==> src/rtl/cmp_minmax_sched_pkg.sv <==
// Shared types and constants for the min/max burst scheduler and its comparator.
package cmp_minmax_sched_pkg;

    localparam int DEF_WIDTH   = 8;
    localparam int DEF_MAX_LEN = 16;

    localparam logic [1:0] CMP_GT = 2'b10;
    localparam logic [1:0] CMP_LT = 2'b01;
    localparam logic [1:0] CMP_EQ = 2'b00;

    typedef enum logic [2:0] {
        IDLE    = 3'd0,
        WAIT    = 3'd1,
        CMP_MAX = 3'd2,
        CMP_MIN = 3'd3,
        DONE    = 3'd4
    } state_t;

endpackage

==> src/rtl/cmp_minmax_sched_mag_cmp.sv <==
// Combinational unsigned magnitude comparator producing a 2-bit relation code.
module mag_cmp
    import cmp_minmax_sched_pkg::*;
#(
    parameter int WIDTH = DEF_WIDTH
) (
    input  logic [WIDTH-1:0] a,
    input  logic [WIDTH-1:0] b,
    output logic [1:0]       code
);

    // Relation of a to b.
    always_comb begin
        code = CMP_EQ;
        if (a > b) begin
            code = CMP_GT;
        end else if (b > a) begin
            code = CMP_LT;
        end else begin
            code = CMP_EQ;
        end
    end

endmodule

==> src/rtl/cmp_minmax_sched.sv <==
// Burst min/max finder that time-shares one comparator: each sample after the
// first is checked against the running max, then against the running min.
module cmp_minmax_sched
    import cmp_minmax_sched_pkg::*;
#(
    parameter int WIDTH   = DEF_WIDTH,
    parameter int MAX_LEN = DEF_MAX_LEN,
    parameter int IDXW    = 4
) (
    input  logic             clk,
    input  logic             rst_n,
    input  logic             start,
    input  logic [IDXW:0]    len,
    input  logic             in_valid,
    input  logic [WIDTH-1:0] in_data,
    output logic             in_ready,
    output logic             busy,
    output logic             done,
    output logic             err,
    output logic [WIDTH-1:0] max_val,
    output logic [WIDTH-1:0] min_val,
    output logic [IDXW-1:0]  max_idx,
    output logic [IDXW-1:0]  min_idx
);

    localparam logic [IDXW:0] MAX_LEN_W = (IDXW+1)'(MAX_LEN);
    localparam logic [IDXW:0] ONE_W     = (IDXW+1)'(1);

    state_t            state_r, state_next;
    logic [IDXW:0]     len_r, count_r;
    logic [WIDTH-1:0]  hold_val_r, max_val_r, min_val_r;
    logic [IDXW-1:0]   hold_idx_r, max_idx_r, min_idx_r;
    logic              in_ready_r, busy_r, done_r, err_r;
    logic              accept_s, start_ok_s, start_bad_s;
    logic [WIDTH-1:0]  cmp_a_s, cmp_b_s;
    logic [1:0]        cmp_code_s;

    mag_cmp #(.WIDTH(WIDTH)) u_cmp (
        .a    (cmp_a_s),
        .b    (cmp_b_s),
        .code (cmp_code_s)
    );

    // Operand steering: CMP_MIN asks "is min above the sample", otherwise "is the sample above max".
    always_comb begin
        cmp_a_s = hold_val_r;
        cmp_b_s = max_val_r;
        if (state_r == CMP_MIN) begin
            cmp_a_s = min_val_r;
            cmp_b_s = hold_val_r;
        end else begin
            cmp_a_s = hold_val_r;
            cmp_b_s = max_val_r;
        end
    end

    // Next-state and handshake decode.
    always_comb begin
        state_next  = state_r;
        accept_s    = 1'b0;
        start_ok_s  = 1'b0;
        start_bad_s = 1'b0;
        case (state_r)
            IDLE: begin
                if (start) begin
                    if ((len == '0) || (len > MAX_LEN_W)) begin
                        start_bad_s = 1'b1;
                    end else begin
                        start_ok_s = 1'b1;
                        state_next = WAIT;
                    end
                end else begin
                    state_next = IDLE;
                end
            end
            WAIT: begin
                if (in_valid && in_ready_r) begin
                    accept_s = 1'b1;
                    if (count_r == '0) begin
                        state_next = (len_r == ONE_W) ? DONE : WAIT;
                    end else begin
                        state_next = CMP_MAX;
                    end
                end else begin
                    state_next = WAIT;
                end
            end
            CMP_MAX: state_next = CMP_MIN;
            CMP_MIN: begin
                if (count_r == len_r) begin
                    state_next = DONE;
                end else begin
                    state_next = WAIT;
                end
            end
            DONE:    state_next = IDLE;
            default: state_next = IDLE;
        endcase
    end

    // State register.
    always_ff @(posedge clk or negedge rst_n) begin
        if (!rst_n) begin
            state_r <= IDLE;
        end else begin
            state_r <= state_next;
        end
    end

    // Datapath and registered status outputs; status flags follow the state being entered.
    always_ff @(posedge clk or negedge rst_n) begin
        if (!rst_n) begin
            len_r      <= '0;
            count_r    <= '0;
            hold_val_r <= '0;
            hold_idx_r <= '0;
            max_val_r  <= '0;
            min_val_r  <= '0;
            max_idx_r  <= '0;
            min_idx_r  <= '0;
            in_ready_r <= 1'b0;
            busy_r     <= 1'b0;
            done_r     <= 1'b0;
            err_r      <= 1'b0;
        end else begin
            in_ready_r <= (state_next == WAIT);
            busy_r     <= (state_next != IDLE);
            done_r     <= (state_next == DONE);
            err_r      <= start_bad_s;
            if (start_ok_s) begin
                len_r     <= len;
                count_r   <= '0;
                max_val_r <= '0;
                min_val_r <= '0;
                max_idx_r <= '0;
                min_idx_r <= '0;
            end else if (accept_s) begin
                if (count_r == '0) begin
                    max_val_r <= in_data;
                    min_val_r <= in_data;
                    max_idx_r <= '0;
                    min_idx_r <= '0;
                    count_r   <= ONE_W;
                end else begin
                    hold_val_r <= in_data;
                    hold_idx_r <= count_r[IDXW-1:0];
                    count_r    <= count_r + ONE_W;
                end
            end else if ((state_r == CMP_MAX) && (cmp_code_s == CMP_GT)) begin
                max_val_r <= hold_val_r;
                max_idx_r <= hold_idx_r;
            end else if ((state_r == CMP_MIN) && (cmp_code_s == CMP_GT)) begin
                min_val_r <= hold_val_r;
                min_idx_r <= hold_idx_r;
            end else begin
                count_r <= count_r;
            end
        end
    end

    assign in_ready = in_ready_r;
    assign busy     = busy_r;
    assign done     = done_r;
    assign err      = err_r;
    assign max_val  = max_val_r;
    assign min_val  = min_val_r;
    assign max_idx  = max_idx_r;
    assign min_idx  = min_idx_r;

endmodule

==> config.mk <==
export PLATFORM = sky130hd
export DESIGN_NAME = cmp_minmax_sched
export DESIGN_NICKNAME = d
export VERILOG_FILES = /design/src/rtl/cmp_minmax_sched_pkg.sv /design/src/rtl/cmp_minmax_sched_mag_cmp.sv /design/src/rtl/cmp_minmax_sched.sv
export SDC_FILE = /design/constraint.sdc
export NUM_CORES = 1
export LEC_CHECK = 0
export ABC_AREA = 1
export CORE_ASPECT_RATIO = 1.5
export CORE_MARGIN = 3
export CORE_UTILIZATION = 50
export DETAILED_ROUTE_END_ITERATION = 16
export GPL_ROUTABILITY_DRIVEN = 0
export PLACE_DENSITY = 0.79
export SLEW_MARGIN = 20
export SYNTH_ARGS = -nofsm -noshare
export SYNTH_HDL_FRONTEND = slang
export SYNTH_SLANG_ARGS = --single-unit
==> constraint.sdc <==
create_clock -name clk -period 3.1 [get_ports clk]
set_input_delay 0.62 -clock clk [delete_from_list [all_inputs] [get_ports clk]]
set_output_delay 0.62 -clock clk [all_outputs]
set_load 0.005 [all_outputs]
==> run_results.csv <==
group,metric,value,unit
synth,synth-edff-count,0,
power,power_switching,1.494,mW
power,power.internal,1.878,mW
sta,fin_ws,0.5388,ns
setup_path,arrival,2.78,ns
placed_design,dp_hpwl,4.767,mm
die,initial_utilization,0.5183,
cts,cts_resized,0,
power,vdd_ir_drop_max,0.0004691,V
synth,syn-num-nets,389,
synth,async_reset_ff_frac,1.000,
sta,finalHoldViolations,0,
cts,post_cts_buffers,0,
power,combPwrFrac,0.524,
cts,cts.sinks,53,
power,p_leak,1.753,nW
synth,yosys.cell_types.count,32,
sta,hold_ws,0.3140,ns
synth,syn_area_per_cell,7.842,um2
global_route,grt_first_pass_wirelength,10.74,mm
setup_path,cp-startpoint,"state_r[2]",
die,num_rows,33,
synth,synth_cells,363,
die,core,5492,um2
synth,ys_seq_elements,53,
power,clkPwrFrac,0.120,
cells_and_area,fin_util,0.6149,
sta,setup_viol,0,
cts,cts_tree,"yes",
cells_and_area,fillCellCount,499,
cts,clk-insertion-delay-late,0.31,ns
setup_path,path_class,"reg -> reg",
sta,rsz0062_at_grt,"false",
die,dieArea,6653,um2
global_route,grt_pass1_vias,2307,
power,p_total,3.372,mW
cts,numCtsBuffers,5,
sta,final.setup.tns,0,ns
global_route,grt_usage,0.2123,
die,fp.dieW,67.61,um
cts,ctsHoldBuffers,0,
sta,fin_worst_skew,0.01110,ns
cells_and_area,synthToLayoutAreaGrowth,18.64,%
route,wire_per_inst,13.66,um
flow_run,max-cap-violations,0,
power,pwr_density_cell,998.6,nW/um2
setup_path,endpoint_kind,"register",
global_route,overflow,0,
cts,htree_levels,2,
power,switching_share,0.4431,
cells_and_area,num_antenna_cells,0,
sta,slew_headroom,0.5624,
sta,worst_pin_slew,0.6564,ns
cts,cts.path.max_buffers,2,
route,drt_wl_total,6.463,mm
global_route,antenna_found_initial,0,
setup_path,start_kind,"register",
run_status,status,"completed",
cells_and_area,nets,428,
cts,clockRootBuffer,"clkbuf_8",
setup_path,required,3.32,ns
synth,ys.warnings.count,0,
route,drc,0,
synth,synth_ff_type,"dfrtp_1",
route,drt_iter0_markers,244,
cells_and_area,drive_above_1_share,0.06700,
power,seq_power_share,0.356,
sta,post-route-min-period,2.561,ns
setup_path,r2r-start,"state_r[2]",
route,vias_per_cell,5.226,
placed_design,io_buffers,44,
die,pin_count,45,
die,die_h,98.41,um
min_path,min_path_type,"in -> async",
placed_design,post-place-ws,0.5603,ns
sta,fmax,390.4,MHz
cts,clkTransAtPathRegs,0.10,ns
route,vias,2472,
sta,maxSlewViolCount,0,
synth,yosysSeqAreaShare,0.4659,
synth,syn_area,2846,um2
setup_path,cp_max_fo,16,
sta,final.period_utilization,0.8262,
global_route,grt_max_degree,54,
route,ant_nets,0,
route,drt_first_pass_iters,4,
[sequential cells by signal (all words and copies together) (netlist names)]
register    flops
hold_val_r      8
max_val         8
min_val         8
hold_idx_r      4
max_idx         4
min_idx         4
count_r         5
busy            1
err             1
in_ready        1
state_r         3
len_r           5
done            1
[worst max-delay path, stage by stage (launching register included)]
cell and delay, ns:
dfrtp_1 0.44, inv_1 0.10, nand3_2 0.21, buf_4 0.27, nand2_1 0.06, o21ai_0 0.08, ha_1 0.19, a21oi_1 0.12
nor2_1 0.05, a211oi_1 0.24, nand3_1 0.13, nand2_2 0.24, nand2_4 0.17, nand2_1 0.10, nand2_1 0.05
[logic make-up after synthesis]
logic type | after synthesis | synth area share
simple gates | 185 | 0.2835
buf+inv | 61 | 0.09934
flops | 53 | 0.4659
compound gates | 49 | 0.09231
fa+ha+maj | 9 | 0.03956
xor+xnor | 5 | 0.01538
mux | 1 | 0.003956
[final timing paths]
kind | cells after the start | slack [ns] | to
worst min-delay path | 1 | 0.31 | hold_val_r[2]
worst max register to register | 14 | 0.54 | max_val[7]
min in group clk | 2 | 0.48 | max_idx[3]
worst min register to register | 2 | 0.48 | max_idx[3]
worst max-delay path | 14 | 0.54 | max_val[7]
max in group asynchronous | 1 | 2.32 | min_val[0]
[per-layer routing]
| layer | vias up | routed length (um) | GRT usage |
|---|---|---|---|
| met5 | - | 0 | 0 |
| met1 | 1161 | 2500 | 0.2532 |
| met4 | 0 | 247 | 0.1063 |
| li1 | 1225 | - | - |
| met2 | 65 | 3463 | 0.3586 |
| met3 | 21 | 252 | 0.03421 |
[cell type report]
type	count	area (um2)	area share
clock inverters	3	25.02	0.007410
inverters	47	178.9	0.05298
well taps	70	87.58	0.02594
clock buffers	5	68.82	0.02038
multi-input cells	249	1237	0.3664
repair buffers	46	452.9	0.1341
flip-flops and latches	53	1326	0.3927
[power by group through the flow]
stage	combinational, mW	clock [mW]	sequential, mW
2_1_floorplan	1.25	0	1.16
3_3_place_gp	1.71	0	1.21
3_5_place_dp	1.76	0	1.21
4_1_cts	1.78	0.419	1.20
5_1_grt	2.05	0.445	1.23
6_report	1.77	0.406	1.20
[synthesized netlist by cell type (all sizes together), types with 4 or more instances]
cell type / number / area (um2)
dfrtp: 53 / 1326
inv: 44 / 167.7
nand2: 126 / 500.5
nor2: 18 / 83.83
nand3: 33 / 170.2
xor2: 4 / 35.03
buf: 11 / 92.58
o21ai: 41 / 209.0
ha: 9 / 112.6
[layout by cell type (no fill, tap or decap), types with 2 or more instances in the layout]
cell / Yosys / routed
nand2_1: 119 / 119
dfrtp_1: 53 / 53
clkdlybuf4s50_1: 0 / 43
inv_1: 41 / 41
o21ai_0: 37 / 37
nand3_1: 32 / 32
nor2_1: 17 / 17
ha_1: 9 / 9
nand2_2: 5 / 5
clkbuf_8: 0 / 5
xor2_1: 4 / 4
a21oi_1: 3 / 3
nand4_1: 3 / 3
clkinv_1: 3 / 3
o21ai_1: 3 / 3
buf_4: 0 / 3
nor4_1: 2 / 2
inv_2: 2 / 2
nand2_4: 2 / 2
o22ai_1: 2 / 2
[metrics by stage]
stage	instance area (um2)	cells
after global routing	3377	473
final	3377	473
after global placement	3281	465
after CTS	3377	473
after floorplan	2846	363
after detailed placement	3283	465
Note: power is estimated with default switching activity, not from simulation.
